`src/rtl/home_status_tx.sv`:
```
// Panel-side status reporter: sends {A5, flags, cooler|temp, xor} as 8N1 bytes, LSB first,
// after reset, whenever the flag vector differs from the last report, and on a heartbeat.
module home_status_tx #(
  parameter int CLKS_PER_BIT = 16,
  parameter int HEARTBEAT    = 4096
) (
  input  logic       Clk,
  input  logic       Rst,
  input  logic [2:0] display,
  input  logic       fdoor,
  input  logic       rdoor,
  input  logic       winbuzz,
  input  logic       alarmbuzz,
  input  logic       heater,
  input  logic       cooler,
  input  logic [6:0] ST,
  output logic       tx,
  output logic       busy,
  output logic       frame_done
);

  localparam int CW  = (CLKS_PER_BIT > 1) ? $clog2(CLKS_PER_BIT) : 1;
  localparam int HBW = (HEARTBEAT > 1) ? $clog2(HEARTBEAT) : 1;
  localparam bit HB_EN = (HEARTBEAT > 0);
  localparam logic [CW-1:0]  CNT_MAX = CW'(CLKS_PER_BIT - 1);
  localparam logic [HBW-1:0] HB_MAX  = HB_EN ? HBW'(HEARTBEAT - 1) : '0;
  localparam logic [7:0]     SYNC    = 8'hA5;

  typedef enum logic [1:0] {IDLE, START, DATA, STOP} state_e;

  // Frame payload frozen at the trigger cycle; flags double as the last-sent vector.
  typedef struct packed {
    logic [7:0] flags;
    logic [7:0] temp;
  } snap_t;

  state_e         state_q, state_d;
  logic [CW-1:0]  cnt_q, cnt_d;
  logic [2:0]     bit_q, bit_d;
  logic [1:0]     byte_q, byte_d;
  logic [HBW-1:0] hb_q, hb_d;
  snap_t          snap_q, snap_d;
  logic           force_q, force_d;
  logic           tx_q, tx_d;
  logic           busy_q, busy_d;
  logic           done_q, done_d;

  logic [7:0] f_now;
  logic [7:0] cur_byte;
  logic       bit_end;
  logic       hb_hit;
  logic       trig;

  assign f_now   = {display, alarmbuzz, winbuzz, rdoor, fdoor, heater};
  assign bit_end = (cnt_q == CNT_MAX);
  assign hb_hit  = HB_EN && (hb_q == HB_MAX);
  assign trig    = (f_now != snap_q.flags) || force_q || hb_hit;

  always_comb begin
    state_d  = state_q;
    cnt_d    = cnt_q;
    bit_d    = bit_q;
    byte_d   = byte_q;
    hb_d     = hb_q;
    snap_d   = snap_q;
    force_d  = force_q;
    done_d   = 1'b0;
    cur_byte = SYNC;

    unique case (state_q)
      IDLE: begin
        if (HB_EN && (hb_q != HB_MAX)) hb_d = hb_q + HBW'(1);
        if (trig) begin
          state_d      = START;
          cnt_d        = '0;
          bit_d        = '0;
          byte_d       = '0;
          hb_d         = '0;
          force_d      = 1'b0;
          snap_d.flags = f_now;
          snap_d.temp  = {cooler, ST};
        end
      end
      START: begin
        cnt_d = cnt_q + CW'(1);
        if (bit_end) begin
          cnt_d   = '0;
          bit_d   = '0;
          state_d = DATA;
        end
      end
      DATA: begin
        cnt_d = cnt_q + CW'(1);
        if (bit_end) begin
          cnt_d = '0;
          if (bit_q == 3'd7) state_d = STOP;
          else               bit_d   = bit_q + 3'd1;
        end
      end
      STOP: begin
        cnt_d = cnt_q + CW'(1);
        if (bit_end) begin
          cnt_d = '0;
          if (byte_q == 2'd3) begin
            state_d = IDLE;
            done_d  = 1'b1;
          end else begin
            byte_d  = byte_q + 2'd1;
            state_d = START;
          end
        end
      end
      default: state_d = IDLE;
    endcase

    unique case (byte_d)
      2'd0:    cur_byte = SYNC;
      2'd1:    cur_byte = snap_q.flags;
      2'd2:    cur_byte = snap_q.temp;
      default: cur_byte = SYNC ^ snap_q.flags ^ snap_q.temp;
    endcase

    // Line level is registered from the next state so tx/busy change one cycle after the decision.
    unique case (state_d)
      START:   tx_d = 1'b0;
      DATA:    tx_d = cur_byte[bit_d];
      default: tx_d = 1'b1;
    endcase
    busy_d = (state_d != IDLE);
  end

  always_ff @(posedge Clk) begin
    if (Rst) begin
      state_q <= IDLE;
      cnt_q   <= '0;
      bit_q   <= '0;
      byte_q  <= '0;
      hb_q    <= '0;
      snap_q  <= '0;
      force_q <= 1'b1;
      tx_q    <= 1'b1;
      busy_q  <= 1'b0;
      done_q  <= 1'b0;
    end else begin
      state_q <= state_d;
      cnt_q   <= cnt_d;
      bit_q   <= bit_d;
      byte_q  <= byte_d;
      hb_q    <= hb_d;
      snap_q  <= snap_d;
      force_q <= force_d;
      tx_q    <= tx_d;
      busy_q  <= busy_d;
      done_q  <= done_d;
    end
  end

  assign tx         = tx_q;
  assign busy       = busy_q;
  assign frame_done = done_q;

endmodule

```
`config.mk`:
```
export PLATFORM = sky130hd
export DESIGN_NAME = home_status_tx
export DESIGN_NICKNAME = d
export VERILOG_FILES = /design/src/rtl/home_status_tx.sv
export SDC_FILE = /design/constraint.sdc
export NUM_CORES = 1
export LEC_CHECK = 0
export ABC_AREA = 1
export BUFFER_PORTS_ARGS = -buffer_cell sky130_fd_sc_hd__clkbuf_2
export CAP_MARGIN = 20
export CORE_ASPECT_RATIO = 0.8
export CORE_MARGIN = 2
export CORE_UTILIZATION = 59
export DETAILED_ROUTE_END_ITERATION = 12
export PLACE_DENSITY_LB_ADDON = 0.25
export REMOVE_ABC_BUFFERS = 1
export SLEW_MARGIN = 20
export SYNTH_ARGS = -nofsm -noshare
export SYNTH_HDL_FRONTEND = slang
export SYNTH_SLANG_ARGS = --single-unit
```
`constraint.sdc`:
```
create_clock -name Clk -period 2.3 [get_ports Clk]
set_input_delay 0.345 -clock Clk [delete_from_list [all_inputs] [get_ports Clk]]
set_output_delay 0.345 -clock Clk [all_outputs]
set_load 0.01 [all_outputs]
```
==> results by group, run 1 <==
Logic synthesis
  – Synth cell count leaders: 83 x nand2_1, 57 x inv_1, 43 x dfxtp_1
  – Most frequent cell after synthesis: nand2_1
  – Synthesized area per cell: 6.742 um2
  – Seq cells post-synth: 43
  – Seq/Total Area, Yosys: 35.67%
  – Synth async-reset ratio: 0%
  – Post-synth top area cell: dfxtp_1
  – Post-synth cell types: 35
  – Yosys top cell area share: 35.67%
  – Largest family of logic cells by synthesized area: simple AND/OR/NAND/NOR gates
  – Adder-cell share of the synthesized area: 3.629%
  – Syn Inst Count: 358
  – Ranking of synthesized cells by area: dfxtp_1 36%, nand2_1 13%, inv_1 8.9%
  – Synth warn: 0
  – Post-synth EDFFs: 0
  – Cell Area, Synth: 2414 um2
  – Synth Area in XOR/XNOR: 2.177%
  – Mux cell area share after synthesis: 0%
  – Simple-gate share of the synthesized area: 31.88%
  – Area fraction in compound gates after synthesis: 15.14%
  – Synth Flop Type: dfxtp_1

Floorplan
  – CORE AREA: 3854 um2
  – Initial Utilization: 62.63%
  – Die width: 75.51 um
  – Die Ht: 61.21 um
  – Cell row count: 20
  – Ports: 21
  – Die ar.: 4622 um2

STA
  – Worst Tran Pin Value: 440.2 ps
  – RSZ-0062 raised after global routing: no
  – Final Cycle Share: 92.53%
  – Clk_skew: 4.218 ps
  – Maximum clock frequency: 469.9 MHz
  – Relative slew margins: 70.62%
  – Fin crit period: 2128 ps
  – Setup TNS: 0 ps
  – Final Hold Viols: 0
  – Max Slew Vio Count: 0
  – Hold_ws: 287.9 ps
  – Final setup vio count: 0

Global routing
  – Total track usage: 25.02%
  – Most used routing layer in global routing: met2
  – GR Util met3: 7.365%
  – Routing usage on met2: 38.51%
  – Grt met1 use: 34.74%
  – Pin count of the biggest net entering global routing: 18
  – Initial antenna violation count: 0
  – First-pass GRT wire length: 8797 um
  – Vias in the first global route: 2006
  – Total global routing overflow: 0

Run status
  – Status: finished, final reports clean

Detailed routing
  – Residual DRC: 0
  – Via count: 2220
  – Vias per inst: 5.057
  – Avg WL per Cell: 11.51 um
  – Final WL: 5052 um
  – ANT nets after route: 0
  – DR iter-0 viols: 141
  – DR pass1 iterations: 4

Pwr
  – Combinational Power Share: 9.5%
  – Worst IR Drop VDD: 0.4161 mV
  – P_leak: 1.257 nW
  – Total power: 1.649 mW
  – P_sw: 0.3807 mW
  – Sw Ratio: 23.09%
  – Clock power share: 41.9%
  – Int Pwr: 1.268 mW
  – Sequential Power Share: 48.6%
  – PwrDens: 599.2 nW/um2

Clocking
  – Worst skew pair latency: 300 ps
  – CTS Hold Buffers Added: 0
  – Num CTS Buffers: 5
  – Clock tree sinks: 43
  – H-tree depth: 2
  – Clock Tree Root: clkbuf_8
  – CTS tree: done
  – Clk pin slew, worst setup/hold paths: 80 ps
  – CTS Buffer Depth: 2

Critical path
  – Type of destination of the critical path: flop
  – Req. time, crit path: 2470 ps
  – Crit Path Class: flop to flop
  – Startpoint types: flop
  – Worst-path fanout max: 5
  – CP arrival: 2300 ps

Placed design
  – Gpl congestion: 0.9285
  – Quantity of I/O buffers inserted on ports: 20
  – HPWL after detailed placement: 3665 um
  – # placed instances: 430

Layout
  – Layout Cells excl Fill: 439
  – Share of cells above drive strength 1: 16.67%
  – Area growth syn-to-layout: 14.00%
  – Antenna diode count: 0
  – Nets: 408

Min path
  – Hold Crit Class: input pin to flop

Run
  – Max-cap check violation count: 0
cells by family (layout without fill, tap and decap cells):
family	count (synthesis)	count (layout)
AO/OA/AOI/OAI	67	67
XOR/XNOR	6	6
adder cells (fa/ha/maj)	7	7
buffers and inverters	69	95
flip-flops	43	43
AND/OR/NAND/NOR	166	166
what timing repair did:
action,4_1_cts,5_1_grt
setup endpoints to repair,0,4
resized for setup,0,14
buffers inserted,0,1
registers in the layout, indices dropped and copies added, names as in the netlist:
| name | count |
|---|---|
| bit_q | 3 |
| hb_q | 12 |
| frame_done | 1 |
| snap_q | 16 |
| state_q | 2 |
| cnt_q | 4 |
| busy | 1 |
| byte_q | 2 |
| force_q | 1 |
| tx | 1 |
placed cells by master, fill, tap and decap left out, types with 2 or more instances in the layout:
| master | n |
|---|---|
| nor2_1 | 25 |
| nand2_2 | 2 |
| nand3_2 | 3 |
| o21ai_0 | 23 |
| nor3_1 | 5 |
| inv_1 | 54 |
| nand2_4 | 3 |
| clkbuf_8 | 5 |
| nand3_1 | 36 |
| bufinv_16 | 2 |
| buf_4 | 5 |
| ha_1 | 7 |
| inv_2 | 7 |
| a21oi_1 | 33 |
| dfxtp_2 | 5 |
| clkbuf_2 | 20 |
| nor2_4 | 2 |
| nand2_1 | 82 |
| xor2_1 | 5 |
| nand3_4 | 2 |
| nor2_2 | 2 |
| dfxtp_1 | 38 |
final cells by class:
type                       count  area, um2
tap                           55      68.82
inverter                      62      236.5
clock buffer                   6      72.57
timing repair buffer          25      137.6
clock inverter                 2      60.06
fill                         325       1102
sequential                    43      867.1
multi-input combinational    246       1309
layer usage:
metal,up-vias,share of wire (%)
li1,1190,-
met1,963,51
met5,-,0
met3,10,5.2
met4,0,1.4
met2,57,42
critical path, cell delays in order (launching register included):
cell and delay, ps:
dfxtp_1 360, ha_1 170, nand2_1 110, nor2_4 190, inv_2 100, a21oi_4 150, nand2_1 70, o21ai_1 120
nand2_1 80, nand2_2 130, inv_2 80, nand3_1 80, nand3_1 80, nand3_1 90, nand2_1 70, nand2_1 70
nand3_2 60
stage by stage:
step                worst slack, ps  instance area (um2)  util (%)
floorplan                     249.6                 2369         -
global placement              136.2                 2567     66.62
detailed placement            60.13                 2567     66.62
CTS                           56.78                 2700     70.06
global route                  9.278                 2751     71.40
finish                        171.7                 2751     71.40
power by group through the flow:
stage	Combinational, mW	Clock (mW)	Sequential [mW]
final	0.156	0.691	0.801
after floorplan	0.100	0	0.813
after global placement	0.149	0	0.816
after detailed placement	0.152	0	0.817
after CTS	0.153	0.700	0.800
after global routing	0.183	0.735	0.806
path summary, 6_finish.rpt:
path / cells past startpoint / from / slack (ps) / endpoint
setup / recovery: 16 / cnt_q[1] / 170 / tx
hold / removal: 3 / winbuzz / 290 / snap_q[11]
setup reg to reg: 16 / cnt_q[1] / 170 / tx
hold reg to reg: 2 / snap_q[6] / 460 / snap_q[6]
Power figures use the tool's default switching activity.
==> inputs of run 2 (changes only) <==
BUFFER_PORTS_ARGS = -buffer_cell sky130_fd_sc_hd__buf_2   (was -buffer_cell sky130_fd_sc_hd__clkbuf_2)
REMOVE_ABC_BUFFERS = default   (was 1)
==> results by group, run 2 (synthesis gave the netlist of run 1 again) <==
Pwr
  – Total power: 1.441 mW (-13%)
  – PwrDens: 536.0 nW/um2 (-11%)
  – Worst IR Drop VDD: 0.3244 mV (-22%)
  – P_leak: 1.224 nW (-2.6%)

Logic synthesis
  – Syn_nets: 383

Detailed routing
  – DR pass1 iterations: 5 (+1)
  – Via count: 2265 (+2.0%)
  – Avg WL per Cell: 11.51 um (about the same)
  – Residual DRC: 0 (unchanged)
  – Vias per inst: 5.183 (+2.5%)
  – Final WL: 5029 um (-0.46%)
  – DR iter-0 viols: 141 (unchanged)
  – ANT nets after route: 0 (unchanged)

Critical path
  – Type of destination of the critical path: flop
  – Top delay family on crit path: simple AND/OR/NAND/NOR gates
  – Startpoint types: flop
  – CP peak stage delay: 380 ps (+20 ps)
  – Req. time, crit path: 2490 ps (+20 ps)
  – Crit Path Class: flop to flop
  – Worst-path fanout max: 15 (+10)
  – Critical path buffer and inverter count: 2 (unchanged)
  – CP arrival: 2330 ps (+30 ps)
  – CP Cell Sequence: inv_1, ha_2, inv_1, nand2_1, a21oi_1, o21ai_2, nand2_4, nand2_1, nand2_1, nand2_1, nand2_1, nand3_1, nand3_1, nand2_1, nand2_1, nand3_2
  – Most frequent CP cell: nand2_1
  – Critical path's slowest cell: dfxtp_2

Layout
  – Commonest non-fill, non-tap cell in the layout: nand2_1
  – Share of cells above drive strength 1: 15.71% (-0.96 points)
  – Nets: 407 (-0.25%)
  – Biggest regs: snap_q x16, hb_q x12, cnt_q x4
  – Final core utilization: 69.77% (-1.6 points)
  – Antenna diode count: 0 (unchanged)
  – Largest register by flop count: snap_q
  – Fillers: 360 (+11%)
  – Max reg flops: 16 (unchanged)
  – Post-route cell area: 2689 um2 (-2.3%)
  – Area growth syn-to-layout: 11.40%
  – Most frequent cells in the layout: 81 x nand2_1, 55 x inv_1, 41 x dfxtp_1

STA
  – Final setup vio count: 0 (unchanged)
  – Clk_skew: 8.357 ps (+4.139 ps)
  – Final Hold Viols: 0 (unchanged)
  – Fin crit period: 2137 ps (+8.452 ps)
  – Worst Tran Pin Value: 418.7 ps (-21.51 ps)
  – Setup TNS: 0 ps (unchanged)
  – Final Cycle Share: 92.90% (+0.37 points)
  – Fin worst setup slack: 163.3 ps (-8.452 ps)
  – Maximum clock frequency: 468.0 MHz (-0.40%)
  – Relative slew margins: 71.73% (+1.1 points)
  – Max Slew Vio Count: 0 (unchanged)

Global routing
  – Total track usage: 24.24% (-0.78 points)
  – Total global routing overflow: 0 (unchanged)
  – Vias in the first global route: 1988 (-0.90%)
  – Initial antenna violation count: 0 (unchanged)
  – Pin count of the biggest net entering global routing: 19 (+1)
  – First-pass GRT wire length: 8542 um (-2.9%)

Clocking
  – H-tree depth: 2 (unchanged)
  – CTS tree: done
  – Clock tree sinks: 43 (unchanged)
  – Clock Tree Root: clkbuf_8
  – Worst skew pair latency: 300 ps (about the same)
  – Post-CTS Setup Bufs: 0 (unchanged)
  – CTS Buffer Depth: 2 (unchanged)
  – Clk pin slew, worst setup/hold paths: 80 ps (about the same)
  – Num CTS Buffers: 5 (unchanged)

Floorplan
  – Initial Utilization: 62.63% (unchanged)
  – Die Ht: 61.21 um (unchanged)
  – Die ar.: 4622 um2 (unchanged)
  – Ports: 21 (unchanged)
  – Cell row count: 20 (unchanged)
  – Die width: 75.51 um (unchanged)
  – CORE AREA: 3854 um2 (unchanged)

Run
  – Max-cap check violation count: 0 (unchanged)

Placed design
  – Post-place setup slack: 65.90 ps (+5.777 ps)
  – HPWL after detailed placement: 3728 um (+1.7%)
  – Quantity of I/O buffers inserted on ports: 20 (unchanged)
  – Gpl congestion: 0.8649 (-6.8%)
  – Placed Area: 2567 um2 (unchanged)

Min path
  – Hold Crit Class: input pin to flop

Run status
  – Status: finished, final reports clean
==> run 2: worst paths after layout <==
path | from | slack (ps) | cells after the start | end
max | state_q[0] | 160 | 16 | tx
min | fdoor | 310 | 3 | snap_q[9]
max reg2reg | state_q[0] | 160 | 16 | tx
min reg2reg | snap_q[3] | 450 | 2 | snap_q[3]
==> run 2: area by class of cell <==
| cell class | count | area [um2] | share of cell area [%] |
|---|---|---|---|
| multi-input combinational | 246 | 1303 | 48.44 |
| sequential | 43 | 863.3 | 32.11 |
| timing repair buffer | 24 | 130.1 | 4.839 |
| clock buffer | 6 | 82.58 | 3.071 |
| inverter | 62 | 236.5 | 8.795 |
| clock inverter | 1 | 5.005 | 0.1861 |
| tap | 55 | 68.82 | 2.559 |
==> run 2: report_power, final <==
| part | switching, mW | internal [mW] | leakage, nW |
|---|---|---|---|
| clock network | 0.249 | 0.236 | 0.0470 |
| registers | 0.0226 | 0.777 | 0.353 |
| logic | 0.100 | 0.0566 | 0.824 |
==> run 2: tightest hold or removal path, delay by kind of cell <==
| family | cells | cell delay [ps] |
|---|---|---|
| buffers and inverters | 2 | 160 |
| AO/OA/AOI/OAI | 1 | 50 |
==> run 2: timing repair <==
action,CTS,global route
setup endpoints to repair,0,4
hold buffers,0,0
resized for setup,0,10
==> run 2: through the flow <==
| stage | instances | hold WS (ps) |
|---|---|---|
| 2_1_floorplan | 358 | 414.1 |
| 3_3_place_gp | 430 | 435.4 |
| 5_1_grt | 437 | 318.9 |
| 4_1_cts | 437 | 299.2 |
| 6_report | 437 | 309.2 |
| 3_5_place_dp | 430 | 437.6 |
==> run 2: per-layer routing <==
metal | GRT usage (%) | wire (um) | vias up
li1 | - | - | 1188
met1 | 32.90 | 2519 | 1010
met2 | 38.51 | 2193 | 57
met3 | 4.910 | 244 | 10
met4 | 9.023 | 72 | 0
met5 | 0 | 0 | -
